$ cat src/rtl/serial_shift_controller.sv
// Parallel-to-serial shifter with a valid/ready load port and an MSB-first serial output.
// A word is loaded in IDLE, shifted out over width unstalled SHIFT cycles, then done pulses for one cycle.
module serial_shift_controller #(
    parameter int width = 8
) (
    input  logic             clk,
    input  logic             reset,
    input  logic             in_valid,
    output logic             in_ready,
    input  logic [width-1:0] in_data,
    input  logic             stall,
    output logic             sout,
    output logic             busy,
    output logic             done,
    output logic [width-1:0] q
);

    localparam int CW = (width > 2) ? $clog2(width) : 1;
    localparam logic [CW-1:0] LAST_BIT = CW'(width - 1);

    typedef enum logic [1:0] {
        S_IDLE,
        S_SHIFT,
        S_DONE
    } state_t;

    state_t           r_state;
    state_t           w_state_next;
    logic [width-1:0] r_q;
    logic [width-1:0] w_q_next;
    logic [CW-1:0]    r_cnt;
    logic [CW-1:0]    w_cnt_next;

    always_ff @(posedge clk or negedge reset) begin
        if (!reset) begin
            r_state <= S_IDLE;
            r_q     <= '0;
            r_cnt   <= '0;
        end else begin
            r_state <= w_state_next;
            r_q     <= w_q_next;
            r_cnt   <= w_cnt_next;
        end
    end

    always_comb begin
        w_state_next = r_state;
        w_q_next     = r_q;
        w_cnt_next   = r_cnt;
        unique case (r_state)
            S_IDLE: begin
                if (in_valid) begin
                    w_q_next     = in_data;
                    w_cnt_next   = '0;
                    w_state_next = S_SHIFT;
                end
            end
            S_SHIFT: begin
                // A stalled edge freezes everything, so sout holds the current bit.
                if (!stall) begin
                    w_q_next   = {r_q[width-2:0], 1'b0};
                    w_cnt_next = r_cnt + 1'b1;
                    if (r_cnt == LAST_BIT) begin
                        w_state_next = S_DONE;
                    end
                end
            end
            S_DONE: begin
                w_state_next = S_IDLE;
            end
            default: begin
                w_state_next = S_IDLE;
            end
        endcase
    end

    // Outputs decode registered state only, so no input reaches an output combinationally.
    assign in_ready = (r_state == S_IDLE);
    assign busy     = (r_state == S_SHIFT);
    assign done     = (r_state == S_DONE);
    assign sout     = (r_state == S_SHIFT) && r_q[width-1];
    assign q        = r_q;

endmodule

$ cat config.mk
export PLATFORM = sky130hd
export DESIGN_NAME = serial_shift_controller
export DESIGN_NICKNAME = d
export VERILOG_FILES = /design/src/rtl/serial_shift_controller.sv
export SDC_FILE = /design/constraint.sdc
export NUM_CORES = 1
export LEC_CHECK = 0
export ABC_AREA = 1
export BUFFER_PORTS_ARGS = -buffer_cell sky130_fd_sc_hd__buf_4
export CAP_MARGIN = 20
export CORE_AREA = 2 2 44 46
export CTS_BUF_LIST = sky130_fd_sc_hd__clkbuf_4 sky130_fd_sc_hd__clkbuf_8
export CTS_CLUSTER_DIAMETER = 40
export DETAILED_ROUTE_END_ITERATION = 16
export DIE_AREA = 0 0 46 48
export GPL_TIMING_DRIVEN = 1
export HOLD_SLACK_MARGIN = 0.1
export PLACE_DENSITY = 0.65
export SLEW_MARGIN = 5
export SYNTH_ARGS = -nofsm -noshare
export SYNTH_HDL_FRONTEND = slang
export SYNTH_SLANG_ARGS = --single-unit
$ cat constraint.sdc
create_clock -name clk -period 2.06 [get_ports clk]
set_input_delay 0.412 -clock clk [delete_from_list [all_inputs] [get_ports clk]]
set_output_delay 0.412 -clock clk [all_outputs]
set_load 0.01 [all_outputs]
==> metrics.md <==
| Metric | Value |
|---|---|
| Status | finished clean |
| Final ANT Viol Nets | 0 |
| Crit path DAT | 1.40 ns |
| Core Region | 0.00169 mm² |
| H-tree Lvls | 1 |
| Crit path kind | flip-flop to output pin |
| Placer Congestion | approximately 0.80 |
| Seq cells post-synth | 13 |
| Average size of a mapped cell | 7.52 µm² |
| FMAX | 553 MHz |
| Die W | roughly 46 µm |
| Largest net degree at the start of global routing | 14 |
| Layout area overhead | 32.3% |
| Clock slew at reported path FFs | 0.08 ns |
| Fin Setup TNS | 0 ns |
| Mapped Area | 677 µm² |
| Detailed Routing Iterations Pass 1 | 4 |
| # setup viols final | 0 |
| Total number of vias | 680 |
| P per Cell Area | ~1200 mW/mm² |
| Yosys cell types | 11 |
| Setup Skew | around 0.0048 ns |
| Post-Route WL | 1600 µm |
| Worst Path Required | roughly 1.7 ns |
| Max Cap Viol | 0 |
| Num ports | 24 |
| Synthesis Warnings | 0 |
| Max IR drop VDD | approximately 570 µV |
| RSZ-0062 raised after global routing | false |
| Syn nets | 104 |
| Post-synth EDFFs | 0 |
| WL/cell | roughly 12 µm |
| Ys flop type | dfrtp_1 |
| Final setup margin | between 0.2 and 0.3 ns |
| Worst min-delay path class | primary input to flip-flop |
| CTS tree | yes |
| Diode count | 0 |
| Endpoint class of the critical path | output pin |
| Leading area contributor after synthesis | dfrtp_1 |
| Row count | 15 |
| Layout cells sized above 1 | 0.281 |
| Worst slew margin | 0.744 |
| Post-DP Area | around 850 µm² |
| GR Overflow Total | 0 |
| Worst skew pair latency | about 0.28 ns |
| Fin nets | around 130 |
| Clk sinks | 13 |
| Post-synth top cells | 34 x nand2_1, 20 x nand3_1, 13 x dfrtp_1 |
| Initial antenna violation count | 0 |
| Top cells by area, synth | dfrtp_1 48%, nand2_1 19%, nand3_1 15%, buf_2 3.7%, ha_1 3.7% |
| Pre-CTS setup slack | between 0.4 and 0.5 ns |
| Post-route cell area | approximately 900 µm² |
| Fin Hold WS | between 0.3 and 0.4 ns |
| Max clock buf depth | 2 |
| Worst slew pin tran | roughly 0.38 ns |
| Vias/cell | 5.19 |
| Leakage | approximately 0.5 nW |
| Initial Utilization | 0.401 |
| FILL cells | 180 |
| Post-synth top area share | 0.481 |
| First-pass GRT wire length | approximately 2400 µm |
| Fin. Hold Viols | 0 |
| Port buffer count | 23 |
| Clock Tree Root | clkbuf_4 |
| Min Clock Period, post-route | between 1.5 and 2 ns |
| Iter 0 DRT Violations | 24 |
| Vias in the first global route | approximately 570 |
| Async set-reset flop share out of synthesis | 1.00 |
| Slew Viols, Final | 0 |
| Total CTS buffers | 3 |
| Startpoint types | flip-flop |
| DRC violations left | 0 |
| Tot GR Track Use | 0.159 |
| Final cycle utilization of the critical path | 0.877 |
| Sequential fraction of the synthesis area | 0.481 |
| Synth Instances | 90 |
| Dpl hpwl | between 1000 and 1500 µm |
| Most common cell in the netlist | nand2_1 |
| Die area | 0.00221 mm² |
| Die Ht | 48 µm |
| CP max FO | 12 |
==> power breakdown <==
group | total [mW] | leakage, nW | switching, mW | internal [mW]
registers | 0.439 | 0.167 | 0.0906 | 0.349
clock network | 0.173 | 0.0184 | 0.0847 | 0.0883
logic | 0.507 | 0.329 | 0.270 | 0.237
==> layout make-up <==
type | count | area [µm²] | share of cell area
Timing Repair Buffer | 25 | 190 | 0.212
Clock buffer | 4 | 30.0 | 0.0335
Inverter | 5 | 18.8 | 0.0209
Multi-Input combinational cell | 67 | 310 | 0.346
Sequential cell | 13 | 325 | 0.363
Tap cell | 17 | 21.3 | 0.0237
==> per-stage QoR <==
stage,power [mW],util,instances
6_report,1.12,0.530,131
4_1_cts,1.12,0.529,131
3_3_place_gp,0.944,0.505,126
3_5_place_dp,0.947,0.505,126
2_1_floorplan,0.741,-,90
5_1_grt,1.22,0.530,131
==> cell families after synthesis <==
logic type,Yosys count,synth area share
AOI/OAI and AO/OA,1,0.00739
buffers and inverters,10,0.0647
adders and majority gates,2,0.0370
and+or+nand+nor,64,0.410
DFF,13,0.481
==> critical path, cell delays in order, from the launching register on <==
cell,delay (ns)
dfrtp_1,0.39
inv_1,0.25
nand2_2,0.22
nor2_1,0.13
buf_4,0.13
==> layer usage <==
| layer | global-route usage | routed length (µm) |
|---|---|---|
| met5 | 0 | 0 |
| met4 | 0.0971 | 36 |
| met3 | 0.0340 | 104 |
| met2 | 0.253 | 783 |
| met1 | 0.197 | 678 |
==> cell usage in the layout, fill, tap and decap left out <==
cell / netlist / routed
nand2_2: 2 / 3
o21ai_1: 1 / 1
inv_1: 5 / 5
nand4_1: 2 / 2
nor2_2: 1 / 1
nand2_1: 34 / 33
dfrtp_1: 13 / 13
nand3_1: 20 / 20
clkbuf_4: 0 / 4
buf_4: 0 / 24
ha_1: 2 / 2
dlygate4sd3_1: 0 / 1
nor2_1: 5 / 5
==> timing repair <==
| item | CTS | global route |
|---|---|---|
| endpoints found under the setup margin | 0 | 1 |
| hold buffers | 1 | 0 |
| hold endpoints to repair | 13 | 0 |
| setup buffers | 0 | 0 |
| resized for setup | 0 | 1 |
==> worst paths after layout <==
| kind | slack (ns) | end | cells after the start | from |
|---|---|---|---|---|
| max | 0.25 | sout | 4 | r_state[1] |
| min | 0.37 | q[0] | 3 | in_data[0] |
| max reg2reg | 0.56 | r_cnt[2] | 5 | r_state[1] |
| min reg2reg | 0.52 | r_cnt[1] | 2 | r_cnt[1] |
| max in group asynchronous | 1.38 | r_state[1] | 2 | reset |
| min in group asynchronous | 0.51 | q[2] | 2 | reset |
==> state kept, by name (all words and copies together) (netlist names) <==
| register | cells |
|---|---|
| r_state | 2 |
| r_cnt | 3 |
| q | 8 |
No activity file was read; power rests on OpenSTA's default activity.
